File: config.mk
export PLATFORM = sky130hd
export DESIGN_NAME = fetch_unit
export DESIGN_NICKNAME = d
export VERILOG_FILES = /design/src/rtl/fetch_unit.sv
export SDC_FILE = /design/constraint.sdc
export NUM_CORES = 2
export LEC_CHECK = 0
export ABC_AREA = 1
export CORE_MARGIN = 2
export CORE_UTILIZATION = 30
export DETAILED_ROUTE_END_ITERATION = 10
export GPL_ROUTABILITY_DRIVEN = 0
export PLACE_DENSITY = 0.44
export SLEW_MARGIN = 5
export SYNTH_ARGS = -nofsm -noshare
export SYNTH_HDL_FRONTEND = slang
export SYNTH_MEMORY_MAX_BITS = 65536
export SYNTH_SLANG_ARGS = --single-unit
File: constraint.sdc
create_clock -name clk -period 6.6 [get_ports clk]
set_input_delay 1.32 -clock clk [delete_from_list [all_inputs] [get_ports clk]]
set_output_delay 1.32 -clock clk [all_outputs]
set_load 0.02 [all_outputs]
File: src/rtl/fetch_unit.sv
// Instruction-fetch stage: program counter, synchronous instruction RAM with a
// program-load port, registered instruction output, redirects and a return-address stack.
module fetch_unit #(
    parameter int ADDR_WIDTH  = 8,
    parameter int DATA_WIDTH  = 16,
    parameter int STACK_DEPTH = 4,
    parameter int RESET_PC    = 0
) (
    input  logic                               clk,
    input  logic                               rst,
    input  logic                               load_en,
    input  logic [ADDR_WIDTH-1:0]              load_addr,
    input  logic [DATA_WIDTH-1:0]              load_data,
    input  logic                               stall,
    input  logic                               jump,
    input  logic                               call,
    input  logic                               ret,
    input  logic [ADDR_WIDTH-1:0]              target,
    input  logic [ADDR_WIDTH-1:0]              link_addr,
    output logic [ADDR_WIDTH-1:0]              pc,
    output logic [DATA_WIDTH-1:0]              instr,
    output logic [ADDR_WIDTH-1:0]              instr_pc,
    output logic                               instr_valid,
    output logic [$clog2(STACK_DEPTH+1)-1:0]   stack_count,
    output logic                               stack_err
);

    localparam int CW = $clog2(STACK_DEPTH + 1);
    localparam int IW = (STACK_DEPTH > 1) ? $clog2(STACK_DEPTH) : 1;
    localparam logic [ADDR_WIDTH-1:0] RESET_ADDR = ADDR_WIDTH'(RESET_PC);
    localparam logic [CW-1:0]         FULL_COUNT = CW'(STACK_DEPTH);

    logic [DATA_WIDTH-1:0] mem   [2**ADDR_WIDTH];
    logic [ADDR_WIDTH-1:0] stack [2**IW];

    logic          stack_full;
    logic          stack_empty;
    logic          do_push;
    logic [IW-1:0] push_idx;
    logic [IW-1:0] top_idx;

    always_comb begin
        stack_full  = (stack_count == FULL_COUNT);
        stack_empty = (stack_count == '0);
        do_push     = !load_en && !ret && call && !stack_full;
        push_idx    = IW'(stack_count);
        top_idx     = IW'(stack_count - CW'(1));
    end

    // RAM and stack storage carry no reset so they can map onto plain memories.
    always_ff @(posedge clk) begin
        if (load_en) begin
            mem[load_addr] <= load_data;
        end
    end

    always_ff @(posedge clk) begin
        if (!rst && do_push) begin
            stack[push_idx] <= link_addr;
        end
    end

    // Priority: load, ret, call, jump, stall, then a normal fetch.
    always_ff @(posedge clk or posedge rst) begin
        if (rst) begin
            pc          <= RESET_ADDR;
            instr       <= '0;
            instr_pc    <= '0;
            instr_valid <= 1'b0;
            stack_count <= '0;
            stack_err   <= 1'b0;
        end else if (load_en) begin
            pc          <= RESET_ADDR;
            instr_valid <= 1'b0;
        end else if (ret) begin
            instr_valid <= 1'b0;
            if (!stack_empty) begin
                pc          <= stack[top_idx];
                stack_count <= stack_count - CW'(1);
            end else begin
                pc        <= RESET_ADDR;
                stack_err <= 1'b1;
            end
        end else if (call) begin
            instr_valid <= 1'b0;
            pc          <= target;
            if (!stack_full) begin
                stack_count <= stack_count + CW'(1);
            end else begin
                stack_err <= 1'b1;
            end
        end else if (jump) begin
            instr_valid <= 1'b0;
            pc          <= target;
        end else if (!stall) begin
            instr       <= mem[pc];
            instr_pc    <= pc;
            instr_valid <= 1'b1;
            pc          <= pc + ADDR_WIDTH'(1);
        end
    end

endmodule

* After elaboration in Yosys (flattened, before gate mapping)
Memory sizes are Yosys's and may differ from the RTL's. A register that Yosys moved wholly into a read port is not among the register bits.
Cells that the tools add are included.
** Operators by class
- Add/subtract/negate cells :: 3
- Multipliers :: 0
- Divide/modulo/power cells :: 0
- Order comparisons :: 0
- Equality and inequality tests :: 5
- Shift operators :: 0
- Muxes and demuxes :: 23
- Bitwise operators :: 5
- Reduce and logical (&&, ||, !) cells :: 14
** Operators with widths (number)
- 8-bit 2-to-1 mux :: 6
- 1-bit 2-to-1 mux :: 13
- 3-bit 2-to-1 mux :: 4
- 8-bit by 1-bit adder with 8-bit output (second input constant) :: 1
- 4-bit AND reduction :: 2
- 5-bit by 2-bit != test with 1-bit output (second input constant) :: 1
- 1-bit inverter :: 5
- 5-bit AND reduction :: 1
- 1-bit logical AND :: 4
- 1-bit logical NOT :: 4
- 2-bit != test (second input constant) :: 2
- 2-bit nonzero test :: 2
- 3-bit by 1-bit adder with 3-bit output (second input constant) :: 1
- 3-bit equality test (second input constant) :: 1
- 3-bit logical NOT :: 1
- 3-bit by 1-bit subtractor with 3-bit output (second input constant) :: 1
- 2-bit by 1-bit != test with 1-bit output (second input constant) :: 1
** Storage, ports and cells
- Register bits after elaboration :: 21
- Bits in latches :: 0
- Bits in writable memories :: 4128
- Bits in read-only memories :: 0
- Bits of input ports :: 47
- Output and inout port bits :: 37
- Word-level logic and storage cells :: 57
- Memories :: 2
** Memories
- mem :: depth 256, width 16, read ports 1, clocked after Yosys merged registers in 1, wr ports 1, line 33 : logic [DATA_WIDTH-1:0] mem [2**ADDR_WIDTH];
- stack :: depth 4, width 8, read ports 1, clocked after Yosys merged registers in 0, wr ports 1, line 34 : logic [ADDR_WIDTH-1:0] stack [2**IW];

* Depth between registers and ports, before layout
- Depth in word-level cells :: 7
- Mapped depth :: 17
- Gate-level depth less buffers :: 13

* Least setup slack after synthesis
Ideal clock, no wire load.
- Kind :: input-to-reg
- From :: input port rst
- To :: memory stack[1][0], enable pin
- Setup time :: 0.371 ns
- Arrival time :: 2.827 ns
- Required time :: 6.229 ns
- Setup slack :: 3.403 ns
- Stages :: 3
- Buffers on the path :: 0
- Cell sequence :: inv_1 -> nand4_1 -> nor2_1
** Between the ends
- Word-level cells in the longest chain between the ends :: 4
** Ends and longest elaborated chain
- start, declared :: line 10 : input logic rst,
- 1-bit logical NOT (no line)
- 1-bit logical AND :: line 58 : if (!rst && do_push) begin
- 1-bit 2-to-1 mux :: line 58
- 1-bit 2-to-1 mux (not written as such) :: line 59 : stack[push_idx] <= link_addr;
- end, declared :: line 34
Every way passes these cells.

* Worst setup path after layout
- From :: register pc[0]
- To :: output port pc[0]
** RTL lines
- start, declared :: line 20 : output logic [ADDR_WIDTH-1:0] pc,
- start signal, assigned :: line 78 : pc <= stack[top_idx];
- start signal, assigned :: line 86 : pc <= target;
- start signal, assigned :: line 94 : pc <= target;
No word-level cell between the ends.

==> results.ini <==
[clocking]
clockBufferDepth=4
cts-htree-levels=5
number_of_buffers_created_by_cts=451
clock_tree.root_cell=sky130_fd_sc_hd__clkbuf_16
post-cts-setup-buffers=0
post_cts_resize_count=0
hold_bufs_at_cts=0
clock_sinks=4165
worst_setup_hold_path_clk_slew_ns=0.06
cts_tree=yes
clk_latency_ns=1.04

[grt]
global_route.usage.met1_pct=26.7
grt.total_usage_pct=18.9
global_route.usage.met3_pct=2.23
grt_use_met2_pct=30.5
antenna_found_initial=32
grt_pass1_wl_um=804000
maximum_number_of_pins_on_one_net_before_global_route_repair=147
grt.busiest_layer=met2
overflow=0
first_global_vias=106000

[timing]
finalMaxSlewViolations=0
rsz_0062_raised_after_global_routing=false
post-route-period-util_pct=68.3
layout_min_cycle_time_ns=4.51
remaining_max_slew_budget_at_the_tightest_pin_pct=13.2
fmax_ghz=0.222
final-hold-violation-count=0
worst-slew-pin-transition_ns=1.30
final.setup.tns_ns=0
timing.clock.skew_ns=0.0680
final_setup_vio_count=0

[final_layout]
layout-drive-gt1-share_pct=8.15
layout_commonest_cell=sky130_fd_sc_hd__edfxtp_1
num-nets-final=15000
flow.area_growth_from_synthesis_pct=13.9
leading_cell_types_in_the_layout_fill_and_taps_excluded=sky130_fd_sc_hd__edfxtp_1 (4128), sky130_fd_sc_hd__nand2_1 (4068), sky130_fd_sc_hd__nand3_1 (2351)
layoutNonFillerInstCount=22900

[placement]
dp_hpwl_um=320000
io_buffer_count=83
numPlacedInstances=22100

[floorplan]
floorplan.die.width_um=763
floorplan.core_area_um2=573000
start_util_pct=30.1
y_dimension_of_the_die_um=763
ioPinCount=84
die_area_um2=582000
std_cell_rows=278

[synth]
yosysSeqAreaShare_pct=72.3
async_set_reset_flop_share_out_of_synthesis_pct=0.888
mappedNetlistArea_um2=173000
synth_enable_flop_cells=4128
ys.flop_type=sky130_fd_sc_hd__edfxtp_1
combinational_family_with_the_most_area_after_synthesis=simple AND/OR/NAND/NOR gates
complex_gate_fraction_of_the_synthesized_area_pct=3.50
ys_seq_elements=4165
postSynthNetCount=15000
postSynthCellCount=14900
yosysWarnings=0
synth_adder_area_share_pct=0.0435
yosysUniqueCellTypes=35
yosys-mux-area-fraction_pct=0
synth_area_per_cell_um2=11.6
synth_simple_gate_area_share_pct=19.4
synth-xor-area-share_pct=0.0355

[run_status]
run_status=finished, final reports clean

[critical_path]
rrSetupSlack_ns=2.22
critical_path.endpoint_type=output pin
worst-endpoint-required_ns=5.28
worstSetupStartpointType=register
arrival_ns=3.19
timing_worst_setup_path_type=register to output pin
worstPathMaxFanout=73

[pwr]
power.ir.vdd_worst_mv=0.236
power.leakage_uw=0.0706
power_density_nw_per_um2=359

[detailed_routing]
vias=112000
drt_wl_cell_um=24.8
detail_route.wirelength_um=568000
route.antenna.remaining_nets=0
routed_via_density=4.87
firstDrtPassIters=6
drt_iter0_markers=10600
drc=0

[min_path]
min-delay-path-class=register to register

[flow_run]
max_cap_violations=0

synthesized netlist by cell type, types with 10 or more instances:
cell	number	share of area, %
sky130_fd_sc_hd__inv_1	861	1.9
sky130_fd_sc_hd__dfrtp_1	37	0.54
sky130_fd_sc_hd__nor2_1	1170	2.5
sky130_fd_sc_hd__clkbuf_1	281	0.61
sky130_fd_sc_hd__nand3_1	2351	6.8
sky130_fd_sc_hd__or2_1	71	0.26
sky130_fd_sc_hd__buf_6	55	0.36
sky130_fd_sc_hd__o211ai_1	181	0.79
sky130_fd_sc_hd__nand2_1	4084	8.9
sky130_fd_sc_hd__a21oi_1	125	0.36
sky130_fd_sc_hd__o21ai_0	483	1.4
sky130_fd_sc_hd__buf_1	124	0.27
sky130_fd_sc_hd__o21ai_1	102	0.30
sky130_fd_sc_hd__or2_2	35	0.13
sky130_fd_sc_hd__o211ai_2	84	0.61
sky130_fd_sc_hd__o22ai_1	10	0.036
sky130_fd_sc_hd__buf_2	377	1.1
sky130_fd_sc_hd__buf_4	106	0.46
sky130_fd_sc_hd__nor3_1	244	0.71
sky130_fd_sc_hd__edfxtp_1	4128	72
metrics by stage:
step           util (%)  hold WS [ns]  power (uW)  area, um^2  setup slack, ns
3_3_place_gp       31.9         0.471       47000      183000             1.27
4_1_cts            34.3         0.497       71300      197000             1.99
2_1_floorplan         -         0.591       39800      173000             3.40
5_1_grt            34.3         0.522       73500      197000             1.93
6_report           34.3         0.491       70700      197000             2.09
3_5_place_dp       31.9         0.478       47000      183000             1.31
routing by layer:
metal / wire (um) / vias up
met5: 13 / -
met4: 17900 / 2
met3: 29700 / 742
met2: 265000 / 3067
met1: 255000 / 56000
li1: - / 51800
power breakdown:
group	total (uW)	internal, uW	switching [uW]
Sequential	29600	29200	418
Clock	24300	13500	10800
Combinational	16700	4200	12500
Total	70700	47000	23700
cells by family (layout without fill, tap and decap cells):
kind of cell,after synthesis,count (layout)
fa+ha+maj,6,6
buf+inv,1813,2229
simple gates,7964,7964
flops,4165,4165
compound gates,988,988
xor+xnor,7,7
other cells,0,14
cell type report:
type	instances	area [um^2]
clock inverters	260	2000
multi-input cells	8965	39800
flip-flops and latches	4165	125000
diodes	14	35.0
clock buffers	569	11900
inverters	866	3300
well taps	7560	9460
fillers	56900	377000
repair buffers	534	5310
registers in the layout, indices dropped and copies added, names as in the netlist:
name and count:
stack_err 1, mem 4096, pc 8, stack_count 3
instr_valid 1, instr_pc 8, stack 32, instr 16
critical path: stages (launching register included):
cell                              delay [ns]
sky130_fd_sc_hd__dfrtp_4                0.86
sky130_fd_sc_hd__buf_12                 0.42
sky130_fd_sc_hd__clkdlybuf4s50_1        0.71
final timing paths:
check,startpoint,depth (start not counted),end
max,pc[0],2,pc[0]
max reg2reg,pc[0],14,instr[2]
min reg2reg,instr_pc[5],2,instr_pc[5]
max in group asynchronous,rst,3,pc[4]
min,instr_pc[5],2,instr_pc[5]
min in group asynchronous,rst,3,stack_count[1]
Power figures use the tool's default switching activity.
